**src/rtl/vga_scan_counter_if.sv**
```systemverilog
// Scan-position bus between the raster timing generator and its pixel-path consumers.
// The generator takes pix_ce in and drives the scan position and timing flags out.
interface vga_scan_counter_if;
  logic        pix_ce;
  logic [15:0] col;
  logic [15:0] row;
  logic        hsync;
  logic        vsync;
  logic        active;
  logic        line_start;
  logic        frame_start;

  modport master (
    input  pix_ce,
    output col, row, hsync, vsync, active, line_start, frame_start
  );

  modport slave (
    output pix_ce,
    input  col, row, hsync, vsync, active, line_start, frame_start
  );
endinterface

```
**src/rtl/vga_scan_counter.sv**
```systemverilog
// Raster timing generator: column/row scan counters plus registered sync, active-video
// and line/frame start flags, all decoded from the next scan position on the same edge.
module vga_scan_counter #(
  parameter int unsigned H_ACTIVE = 640,
  parameter int unsigned H_FP     = 16,
  parameter int unsigned H_SYNC   = 96,
  parameter int unsigned H_BP     = 48,
  parameter int unsigned V_ACTIVE = 480,
  parameter int unsigned V_FP     = 10,
  parameter int unsigned V_SYNC   = 2,
  parameter int unsigned V_BP     = 33
) (
  input  logic                 clk,
  input  logic                 rst_n,
  vga_scan_counter_if.master   bus
);

  localparam int unsigned H_TOTAL  = H_ACTIVE + H_FP + H_SYNC + H_BP;
  localparam int unsigned V_TOTAL  = V_ACTIVE + V_FP + V_SYNC + V_BP;
  localparam int unsigned CW       = (H_TOTAL > 1) ? $clog2(H_TOTAL) : 1;
  localparam int unsigned RW       = (V_TOTAL > 1) ? $clog2(V_TOTAL) : 1;
  localparam int unsigned HS_FIRST = H_ACTIVE + H_FP;
  localparam int unsigned HS_LAST  = H_ACTIVE + H_FP + H_SYNC - 1;
  localparam int unsigned VS_FIRST = V_ACTIVE + V_FP;
  localparam int unsigned VS_LAST  = V_ACTIVE + V_FP + V_SYNC - 1;

  logic [CW-1:0] col_q, col_n;
  logic [RW-1:0] row_q, row_n;
  logic          hsync_q, hsync_n;
  logic          vsync_q, vsync_n;
  logic          active_q, active_n;
  logic          line_start_q, line_start_n;
  logic          frame_start_q, frame_start_n;

  // Next scan position and its decoded flags; everything holds while pix_ce is low.
  always_comb begin
    col_n         = col_q;
    row_n         = row_q;
    hsync_n       = hsync_q;
    vsync_n       = vsync_q;
    active_n      = active_q;
    line_start_n  = 1'b0;
    frame_start_n = 1'b0;

    if (bus.pix_ce) begin
      if (col_q == CW'(H_TOTAL - 1)) begin
        col_n = '0;
        row_n = (row_q == RW'(V_TOTAL - 1)) ? '0 : row_q + RW'(1);
      end else begin
        col_n = col_q + CW'(1);
      end

      hsync_n       = !((col_n >= CW'(HS_FIRST)) && (col_n <= CW'(HS_LAST)));
      vsync_n       = !((row_n >= RW'(VS_FIRST)) && (row_n <= RW'(VS_LAST)));
      active_n      = (col_n < CW'(H_ACTIVE)) && (row_n < RW'(V_ACTIVE));
      line_start_n  = (col_n == '0);
      frame_start_n = (col_n == '0) && (row_n == '0);
    end
  end

  // Reset parks the scan on the last pixel so the first pix_ce lands on (0,0).
  always_ff @(posedge clk or negedge rst_n) begin
    if (!rst_n) begin
      col_q         <= CW'(H_TOTAL - 1);
      row_q         <= RW'(V_TOTAL - 1);
      hsync_q       <= 1'b1;
      vsync_q       <= 1'b1;
      active_q      <= 1'b0;
      line_start_q  <= 1'b0;
      frame_start_q <= 1'b0;
    end else begin
      col_q         <= col_n;
      row_q         <= row_n;
      hsync_q       <= hsync_n;
      vsync_q       <= vsync_n;
      active_q      <= active_n;
      line_start_q  <= line_start_n;
      frame_start_q <= frame_start_n;
    end
  end

  assign bus.col         = 16'(col_q);
  assign bus.row         = 16'(row_q);
  assign bus.hsync       = hsync_q;
  assign bus.vsync       = vsync_q;
  assign bus.active      = active_q;
  assign bus.line_start  = line_start_q;
  assign bus.frame_start = frame_start_q;

endmodule

```
**src/flat_wrapper.sv**
```systemverilog
// flat-port wrapper written by rule: the top's interface ports become plain ports
module vga_scan_counter_flat 
#(
  parameter int unsigned H_ACTIVE = 640,
  parameter int unsigned H_FP     = 16,
  parameter int unsigned H_SYNC   = 96,
  parameter int unsigned H_BP     = 48,
  parameter int unsigned V_ACTIVE = 480,
  parameter int unsigned V_FP     = 10,
  parameter int unsigned V_SYNC   = 2,
  parameter int unsigned V_BP     = 33
)
  (clk, rst_n, bus_pix_ce, bus_col, bus_row, bus_hsync, bus_vsync, bus_active, bus_line_start, bus_frame_start);
  vga_scan_counter_if bus_i ();
  input  logic clk;
  input  logic rst_n;
  input wire logic [$bits(bus_i.pix_ce)-1:0] bus_pix_ce;
  output wire logic [$bits(bus_i.col)-1:0] bus_col;
  output wire logic [$bits(bus_i.row)-1:0] bus_row;
  output wire logic [$bits(bus_i.hsync)-1:0] bus_hsync;
  output wire logic [$bits(bus_i.vsync)-1:0] bus_vsync;
  output wire logic [$bits(bus_i.active)-1:0] bus_active;
  output wire logic [$bits(bus_i.line_start)-1:0] bus_line_start;
  output wire logic [$bits(bus_i.frame_start)-1:0] bus_frame_start;
  assign bus_i.pix_ce = bus_pix_ce;
  assign bus_col = bus_i.col;
  assign bus_row = bus_i.row;
  assign bus_hsync = bus_i.hsync;
  assign bus_vsync = bus_i.vsync;
  assign bus_active = bus_i.active;
  assign bus_line_start = bus_i.line_start;
  assign bus_frame_start = bus_i.frame_start;
  vga_scan_counter #(.H_ACTIVE(H_ACTIVE), .H_FP(H_FP), .H_SYNC(H_SYNC), .H_BP(H_BP), .V_ACTIVE(V_ACTIVE), .V_FP(V_FP), .V_SYNC(V_SYNC), .V_BP(V_BP)) u_core (.clk(clk), .rst_n(rst_n), .bus(bus_i));
endmodule
```
**config.mk**
```make
export PLATFORM = sky130hd
export DESIGN_NAME = vga_scan_counter_flat
export DESIGN_NICKNAME = d
export VERILOG_FILES = /design/src/rtl/vga_scan_counter_if.sv /design/src/rtl/vga_scan_counter.sv /design/src/flat_wrapper.sv
export SDC_FILE = /design/constraint.sdc
export NUM_CORES = 1
export LEC_CHECK = 0
export ABC_AREA = 1
export CORE_AREA = 8 8 73 75
export CTS_BUF_LIST = sky130_fd_sc_hd__clkbuf_4 sky130_fd_sc_hd__clkbuf_8 sky130_fd_sc_hd__clkbuf_16
export CTS_CLUSTER_SIZE = 30
export DETAILED_ROUTE_END_ITERATION = 10
export DIE_AREA = 0 0 81 83
export GPL_TIMING_DRIVEN = 0
export PLACE_DENSITY = 0.87
export SKIP_CTS_REPAIR_TIMING = 1
export SLEW_MARGIN = 40
export SYNTH_ARGS = -nofsm -noshare
export SYNTH_HDL_FRONTEND = slang
export SYNTH_SLANG_ARGS = --single-unit
```
**constraint.sdc**
```tcl
create_clock -name clk -period 3.4 [get_ports clk]
set_input_delay 0.51 -clock clk [delete_from_list [all_inputs] [get_ports clk]]
set_output_delay 0.51 -clock clk [all_outputs]
set_load 0.03 [all_outputs]
```
==> results.toml <==
[cells_and_area]
fin_cells = 387
mostFrequentLayoutCells = "nand2_1 (90), nor2_1 (28), inv_1 (26), clkdlybuf4s50_1 (25), nand3_1 (24)"
n_antenna_cell = 0
drive_above_1_share_pct = 18.81
n_fill_cell = 399
nets = 344
final_common_cell = "nand2_1"
final_util_pct = 57.11
syn2layout_area_growth_pct = 20.46
final_area_um2 = 2401

[timing]
max_freq_mhz = 471.5
worst_pin_slew_ns = 0.5615
skew_ns = 0.005084
drv_slew = 0
fin_crit_ns = 2.121
tns_ns = 0
rsz0062_at_grt = "false"
finalHoldViolCount = 0
setup_violations = 0
timing.slew.headroom_pct = 62.57
fin_crit_sh_pct = 62.38

[pwr]
p_int_uw = 724.5
p_per_area_nw_per_um2 = 575.3
peakVddDrop_uv = 418.1
pwr-share-seq_pct = 35.9
p_comb_share_pct = 50.8
swShare_pct = 47.55
finalPower_mw = 1.381
p_leak_nw = 1.118
switchingPower_uw = 656.9
clkPwrFrac_pct = 13.3

[routing]
totalWireLength_mm = 5.145
first_pass_iters = 4
drt-initial-drc-count = 155
drc = 0
via_count = 1992
wl_per_cell_um = 13.29
via_per_inst = 5.147
antenna_left = 0

[setup_path]
r2r_slack_ns = 1.36
critical_path_buf_inv_count = 1
required_ns = 2.89
crit_chain = "clkdlybuf4s50_1"
worstPathMaxFanout = 6
cp.depth = 1
critPathCaptureType = "primary output"
cp_data_arrival_time_ns = 1.61
path_class = "register to primary output"
cp_top_family = "buffers and inverters"
slowest_delay_ns = 0.72
worst_path_max_delay_cell = "clkdlybuf4s50_1"
reg2regPathDepth = 10
r2r-start = "u_core.col_q[1]"
rr_endpoint = "u_core.bus.vsync"
cp-start-kind = "register"

[placed_design]
gp_congestion = 0.9280
place.detailed.hpwl_mm = 4.000
post_dp_cell_area_um2 = 2355
portBuffers = 26
place_inst = 383

[yosys]
synth_area_leaders = "nand2_1 (17%), dfrtp_1 (16%), dfstp_2 (16%)"
synth-seq-cells = 25
synth_cell_types = 32
synth_area_um2 = 1993
syn_inst = 294
synth_top_cell_by_area = "nand2_1"
ys_seq_area_share_pct = 32.14
synth_warnings = 0
synth.avg_cell_area_um2 = 6.779
synth_top_area_share_pct = 16.95

[floorplanning]
die_h_um = 83
io_pins = 40
die_x_um = 81
core_area_um2 = 4204
row_count = 24
dieArea_um2 = 6723
initial_utilization_pct = 47.41

[global_route]
grt_antenna_before_repair = 0
grt_pass1_wl_mm = 8.700
grt_usage_pct = 15.58
grt_pass1_vias = 1882
grt_max_degree = 26
overflow = 0

[clock_tree]
cts_buffers = 3
root_buffer = "clkbuf_8"
clk_pin_slew_ns = 0.09
cts_max_level = 1
insertion_delay_ns = 0.28
cts.sinks = 25
clock_path_buffers = 2
cts_tree = "done"

[status]
status = "complete, no violations"

[hold_path]
min_path_type = "input pin to async pin"

[flow_run]
cap_violations = 0
==> power groups by stage <==
stage	Combinational [mW]	Sequential [mW]	Clock, mW
5_1_grt	0.763	0.509	0.196
3_3_place_gp	0.688	0.496	0
3_5_place_dp	0.701	0.501	0
2_1_floorplan	0.354	0.615	0
6_report	0.702	0.496	0.184
4_1_cts	0.703	0.495	0.188
==> flip-flops by register name, indices dropped and copies added (netlist names) <==
register	flops
u_core.col_q	10
u_core.bus.frame_start	1
u_core.bus.vsync	1
u_core.bus.line_start	1
u_core.bus.active	1
u_core.row_q	10
u_core.bus.hsync	1
==> worst register-to-register path, cell delays in order (launching register included) <==
cell and delay [ns]:
dfstp_2 0.59, ha_1 0.24, nand3_4 0.15, clkinv_4 0.10
nand4_4 0.17, o21ai_2 0.30, nand2_1 0.08, nor2_1 0.11
nand3_1 0.10, nor2_1 0.10, nor2_1 0.05
==> synth_stat cells (all sizes together) <==
cell type,count
nand2,96
nor2,37
inv,31
nand3,27
o21ai,25
buf,15
dfrtp,13
dfstp,12
a21oi,7
nand4,7
clkbuf,5
ha,5
nor3,5
clkinv,3
nand3b,2
conb,1
o21a,1
or2,1
xnor2,1
==> worst max-delay path by stage <==
stage | startpoint | to | slack (ns)
6_report | u_core.col_q[9] | bus_col[9] | 1.28
5_1_grt | u_core.col_q[1] | u_core.bus.frame_start | 1.21
4_1_cts | u_core.col_q[9] | bus_col[9] | 1.27
3_5_place_dp | u_core.col_q[1] | u_core.bus.vsync | 1.39
3_3_place_gp | u_core.col_q[1] | u_core.bus.vsync | 1.44
2_1_floorplan | u_core.col_q[1] | u_core.bus.active | 1.50
==> cell families after synthesis <==
| kind of cell | Yosys count | synth area share [%] |
|---|---|---|
| adder cells (fa/ha/maj) | 5 | 3.139 |
| other | 1 | 0.1881 |
| flip-flops | 25 | 32.14 |
| buffers and inverters | 54 | 12.99 |
| AO/OA/AOI/OAI | 33 | 8.977 |
| AND/OR/NAND/NOR | 175 | 42.12 |
| XOR/XNOR | 1 | 0.4395 |
==> per-layer routing <==
metal	GRT usage, %	up-vias	part of all wire [%]
met1	19.87	908	41
met2	24.16	72	48
met5	0	-	0
met4	8.780	0	3.2
met3	2.263	19	7.5
li1	-	993	-
==> per-stage QoR <==
| stage | hold slack (ns) | setup WS, ns |
|---|---|---|
| floorplan | 0.2144 | 1.502 |
| global placement | 0.4690 | 1.441 |
| detailed placement | 0.4653 | 1.395 |
| CTS | 0.2280 | 1.270 |
| global route | 0.2505 | 1.207 |
| finish | 0.2082 | 1.279 |
==> layout make-up <==
class                      instances  area [um2]  share of cell area [%]
inverter                          34       132.6                   5.524
tap                               52       65.06                   2.710
buffer                            20       126.4                   5.263
clock buffer                       3       41.29                   1.720
sequential                        25       640.6                   26.68
clock inverter                     1       5.005                  0.2084
multi-input combinational        226        1135                   47.26
timing repair buffer              26       255.2                   10.63
Note: power is estimated with default switching activity, not from simulation.
